## config.mk

```make
export PLATFORM = sky130hd
export DESIGN_NAME = result_unloader
export DESIGN_NICKNAME = d
export VERILOG_FILES = /design/src/rtl/result_unloader.sv
export SDC_FILE = /design/constraint.sdc
export NUM_CORES = 1
export LEC_CHECK = 0
export BUFFER_PORTS_ARGS = -buffer_cell sky130_fd_sc_hd__buf_2
export CAP_MARGIN = 20
export CORE_MARGIN = 5
export CORE_UTILIZATION = 43
export DETAILED_ROUTE_END_ITERATION = 8
export GPL_ROUTABILITY_DRIVEN = 0
export GPL_TIMING_DRIVEN = 1
export PLACE_DENSITY = 0.76
export SLEW_MARGIN = 25
export SYNTH_ARGS = -nofsm -noshare
export SYNTH_HDL_FRONTEND = slang
export SYNTH_SLANG_ARGS = --single-unit
```

## constraint.sdc

```tcl
create_clock -name clk -period 1.8 [get_ports clk]
set_clock_uncertainty 0.05 [all_clocks]
set_input_delay 0.09 -clock clk [delete_from_list [all_inputs] [get_ports clk]]
set_output_delay 0.09 -clock clk [all_outputs]
set_load 0.01 [all_outputs]
```

## src/rtl/result_unloader.sv

```systemverilog
// Result unloader: captures a 32-bit core result and streams its low NUM_BYTES
// bytes, LSB first, over an 8-bit bus using a four-phase valid/ack handshake.
module result_unloader #(
    parameter int unsigned NUM_BYTES   = 4,
    parameter int unsigned SYNC_STAGES = 2
) (
    input  logic        clk,
    input  logic        rst_n,
    input  logic [31:0] result,
    input  logic        result_valid,
    output logic [7:0]  out_pins,
    output logic        out_valid,
    output logic        out_last,
    input  logic        host_ack,
    output logic        unloader_busy,
    output logic        overrun,
    input  logic        overrun_clr
);

    localparam int unsigned IDX_W    = 2;
    localparam int unsigned DATA_W   = 32;
    localparam logic [IDX_W-1:0] LAST_IDX = IDX_W'(NUM_BYTES - 1);

    typedef enum logic [1:0] {
        S_IDLE,
        S_PRESENT,
        S_WAIT_ACK,
        S_WAIT_REL
    } state_e;

    state_e                 state_q, state_d;
    logic [DATA_W-1:0]      shift_q, shift_d;
    logic [IDX_W-1:0]       idx_q, idx_d;
    logic [7:0]             pins_q, pins_d;
    logic                   valid_q, valid_d;
    logic                   last_q, last_d;
    logic                   busy_q, busy_d;
    logic                   overrun_q, overrun_d;
    logic [SYNC_STAGES-1:0] sync_q;
    logic                   ack_s;

    // host_ack crosses into the clk domain through a plain flop chain
    always_ff @(posedge clk or negedge rst_n) begin
        if (!rst_n) begin
            sync_q <= '0;
        end else begin
            sync_q <= {sync_q[SYNC_STAGES-2:0], host_ack};
        end
    end

    assign ack_s = sync_q[SYNC_STAGES-1];

    always_ff @(posedge clk or negedge rst_n) begin
        if (!rst_n) begin
            state_q   <= S_IDLE;
            shift_q   <= '0;
            idx_q     <= '0;
            pins_q    <= '0;
            valid_q   <= 1'b0;
            last_q    <= 1'b0;
            busy_q    <= 1'b0;
            overrun_q <= 1'b0;
        end else begin
            state_q   <= state_d;
            shift_q   <= shift_d;
            idx_q     <= idx_d;
            pins_q    <= pins_d;
            valid_q   <= valid_d;
            last_q    <= last_d;
            busy_q    <= busy_d;
            overrun_q <= overrun_d;
        end
    end

    always_comb begin
        state_d   = state_q;
        shift_d   = shift_q;
        idx_d     = idx_q;
        pins_d    = pins_q;
        valid_d   = valid_q;
        last_d    = last_q;
        busy_d    = busy_q;
        // a new event outranks a simultaneous clear; the dropped result is never latched
        overrun_d = (overrun_q & ~overrun_clr) | (result_valid & (state_q != S_IDLE));

        case (state_q)
            S_IDLE: begin
                if (result_valid) begin
                    shift_d = result;
                    idx_d   = '0;
                    busy_d  = 1'b1;
                    state_d = S_PRESENT;
                end
            end
            S_PRESENT: begin
                pins_d  = shift_q[7:0];
                last_d  = (idx_q == LAST_IDX);
                state_d = S_WAIT_ACK;
            end
            S_WAIT_ACK: begin
                // valid is raised on the first cycle here, so an early ack is taken one cycle later
                if (valid_q && ack_s) begin
                    valid_d = 1'b0;
                    last_d  = 1'b0;
                    state_d = S_WAIT_REL;
                end else begin
                    valid_d = 1'b1;
                end
            end
            S_WAIT_REL: begin
                if (!ack_s) begin
                    if (idx_q == LAST_IDX) begin
                        busy_d  = 1'b0;
                        idx_d   = '0;
                        state_d = S_IDLE;
                    end else begin
                        shift_d = shift_q >> 8;
                        idx_d   = idx_q + IDX_W'(1);
                        state_d = S_PRESENT;
                    end
                end
            end
            default: state_d = S_IDLE;
        endcase
    end

    assign out_pins      = pins_q;
    assign out_valid     = valid_q;
    assign out_last      = last_q;
    assign unloader_busy = busy_q;
    assign overrun       = overrun_q;

endmodule

```

==> metrics.md <==
| Metric | Value |
|---|---|
| Area occupied by multi-input gates | `1270 um2` |
| Total gr overflow | `0` |
| Syn nets | `221` |
| Max Cap Viol | `0` |
| Count leader, synth | `dfrtp_1` |
| Critical Path Source Type | `flop` |
| CTS sink cnt | `50` |
| First-pass GRT wire length | `7600 um` |
| Inst Count DP | `308` |
| Die width | `87.0 um` |
| Die Area | `7580 um2` |
| Area Growth Syn to Fin | `24.7%` |
| Mean number of vias per cell | `4.86` |
| Via count | `1556` |
| Sequential-to-total area share from yosys stat | `49.0%` |
| Setup CP Type | `reg -> reg` |
| Worst hold path class | `in -> reg` |
| Num rows | `28` |
| Maximum clock frequency | `0.524 GHz` |
| Final Non-Filler Cells | `320` |
| Largest stage delay, worst path | `0.52 ns` |
| Worst-Margin Slew | `0.605 ns` |
| Reg2Reg Launch Point | `state_q[0]$_DFFE_PN0P_` |
| Final setup viols | `32` |
| RSZ-0062 raised after global routing | `true` |
| CP max-delay cell | `a2111o_2` |
| Worst path arrival time | `2.06 ns` |
| Final Critical Period | `1.91 ns` |
| N_diodes | `0` |
| Vias in the first global route | `1669` |
| Average cell area after synthesis | `14.5 um2` |
| Largest net degree at the start of global routing | `51` |
| Synth top area share | `49.0%` |
| Final design utilization | `54.4%` |
| Routed Antenna Nets | `0` |
| Cells after Synth | `176` |
| Largest area contributor in the netlist | `dfrtp_1` |
| Asr flop ratio synth | `100%` |
| Hold depth | `3` |
| Post-synthesis cell type count | `32` |
| Leakage | `1.53 nW` |
| IO Port Bufs | `48` |
| Worst rel slew slack | `59.6%` |
| CP Cell Sequence | `inv_2, ha_4, nor2_1, a2111o_2, clkbuf_16, mux2_4` |
| Power density over the cells | `1930 nW/um2` |
| Synth area leaders | `dfrtp_1 49%, mux2_4 18%, mux2_2 15%, ha_1 3.9%, nor2b_1 2.2%` |
| WL final | `4620 um` |
| Final #Nets | `289` |
| Antenna violations before repair | `0` |
| R2R cell count | `6` |
| FF/Latch Area | `1250 um2` |
| Worst hold start | `result_valid` |
| #FFs+latches synth | `50` |
| Syn Std Cell Area | `2550 um2` |
| Root buf cell | `clkbuf_8` |
| Initial drt markers | `77` |
| Tot GR Track Use | `12.8%` |
| Post-Synth Adder-Cell Area | `3.92%` |
| Worst setup margin | `-0.110 ns` |
| Pre-antenna DRT Iters | `4` |
| Worst Hold End | `overrun$_DFF_PN0_` |
| CP required | `1.95 ns` |
| CTS H-tree lvls | `2` |
| Maximum buffer depth of the clock tree | `2` |
| Drt drc | `0` |
| Multiplexer area fraction after synthesis | `33.9%` |
| CTS Buf Count | `5` |
| Total core area | `5850 um2` |
| FILL cells | `472` |
| Die height | `87.0 um` |
| Most common flop cell mapped by yosys | `dfrtp_1` |
| Largest fanout on the critical path | `12` |
| RR Endpoint | `shift_q[19]$_DFFE_PN0P_` |
| Avg WL per Cell | `14.4 um` |
| Skew-Pair Late Insertion Delay | `0.31 ns` |
| Fin. Hold Viols | `0` |
| Commonest cells post-synth | `50 x dfrtp_1, 35 x mux2_2, 30 x mux2_4, 9 x nor2b_1, 8 x ha_1` |
| Failing checks | `setup timing` |
| Yosys warnings | `0` |
| Worst IR Drop VDD | `0.766 mV` |
| CTS tree | `built` |
| Post-synth EDFFs | `0` |
| Setup TNS | `-2.73 ns` |
| XOR/XNOR Fraction of Synth Area | `0%` |
| Worst Setup End Kind | `flop` |
| Outcome | `complete, but fails checks` |
| DP Worst Slack | `-0.117 ns` |
| Largest family of logic cells by synthesized area | `multiplexers` |
| HPWL Detailed | `3300 um` |
| Max-slew violations | `0` |
| Fin crit share | `106%` |
| Synth Area in Simple Gates | `5.98%` |
| Synth Area in Compound Gates | `4.31%` |
| R2R Setup Slk | `-0.11 ns` |
| Layout cell share with drive strength beyond 1 | `63.3%` |
| IO Pins | `49` |
| Clk pin slew, worst setup/hold paths | `0.09 ns` |
| Initial Utilization | `43.6%` |
| Tot Pwr | `0.00613 W` |
## registers in the layout, indices dropped and copies added (netlist names)
register	cells
out_valid	1
unloader_busy	1
sync_q	2
shift_q	32
out_last	1
out_pins	8
state_q	2
overrun	1
idx_q	2
## area by class of cell
| type | count | area share (%) |
|---|---|---|
| clock inverter | 2 | 0.511 |
| clock buffer | 6 | 2.59 |
| sequential | 50 | 39.4 |
| multi-input combinational | 113 | 39.9 |
| timing repair buffer | 70 | 14.2 |
| tap | 75 | 2.95 |
| inverter | 4 | 0.472 |
## timing repair
action | CTS | global route
endpoints found under the hold margin | 52 | 0
pin swaps | 1 | 1
cloned | 0 | 1
resized for setup | 6 | 4
hold buffers | 3 | 0
setup endpoints to repair | 34 | 35
buffers inserted | 0 | 0
## report_power, final
group | total (W) | internal (W) | switching (W) | leakage, nW
combinational | 0.00342 | 0.00217 | 0.00125 | 0.892
sequential | 0.00203 | 0.00170 | 0.000322 | 0.590
clock | 0.000692 | 0.000317 | 0.000375 | 0.0478
## worst max-delay path: cells and delay by family (launching register included)
kind	cells	cell delay, ns
and+or+nand+nor	1	0.04
muxes	1	0.30
DFF	1	0.44
AOI/OAI and AO/OA	1	0.52
adders and majority gates	1	0.14
buffers and inverters	2	0.30
## cell usage in the layout (no fill, tap or decap), drive strengths merged, types with 3 or more instances in the layout
cell          n
buf          66
clkbuf        7
dfrtp        50
dlygate4sd3   3
ha            8
inv           5
mux2         65
nand2         3
nor2b        10
## layer usage
metal / global-route usage [%] / vias to the layer above / share of wire [%]
li1: - / 766 / -
met1: 15.7 / 757 / 44
met2: 21.5 / 28 / 51
met3: 3.41 / 5 / 4.3
met4: 4.67 / 0 / 1.1
met5: 0 / - / 0
## kinds of logic (layout without fill, tap and decap cells)
kind of cell / Yosys count / after routing
adder cells (fa/ha/maj): 8 / 8
AND/OR/NAND/NOR: 24 / 24
multiplexers: 67 / 67
flip-flops: 50 / 50
AO/OA/AOI/OAI: 14 / 14
buffers and inverters: 13 / 82
## metrics by stage
stage | cell area [um2] | hold slack [ns]
6_report | 3180 | 0.0336
5_1_grt | 3180 | 0.0212
4_1_cts | 3150 | 0.0193
3_5_place_dp | 3000 | 0.152
3_3_place_gp | 3000 | 0.151
2_1_floorplan | 2570 | -0.256
## worst max-delay path by stage
| stage | startpoint | endpoint | slack, ns |
|---|---|---|---|
| floorplan | state_q[1]$_DFFE_PN0P_ | shift_q[0]$_DFFE_PN0P_ | -0.05 |
| global placement | state_q[1]$_DFFE_PN0P_ | shift_q[17]$_DFFE_PN0P_ | -0.07 |
| detailed placement | state_q[1]$_DFFE_PN0P_ | shift_q[17]$_DFFE_PN0P_ | -0.12 |
| CTS | state_q[1]$_DFFE_PN0P_ | shift_q[17]$_DFFE_PN0P_ | -0.12 |
| global route | state_q[1]$_DFFE_PN0P_ | shift_q[8]$_DFFE_PN0P_ | -0.14 |
| finish | state_q[0]$_DFFE_PN0P_ | shift_q[19]$_DFFE_PN0P_ | -0.11 |
Power figures use the tool's default switching activity.
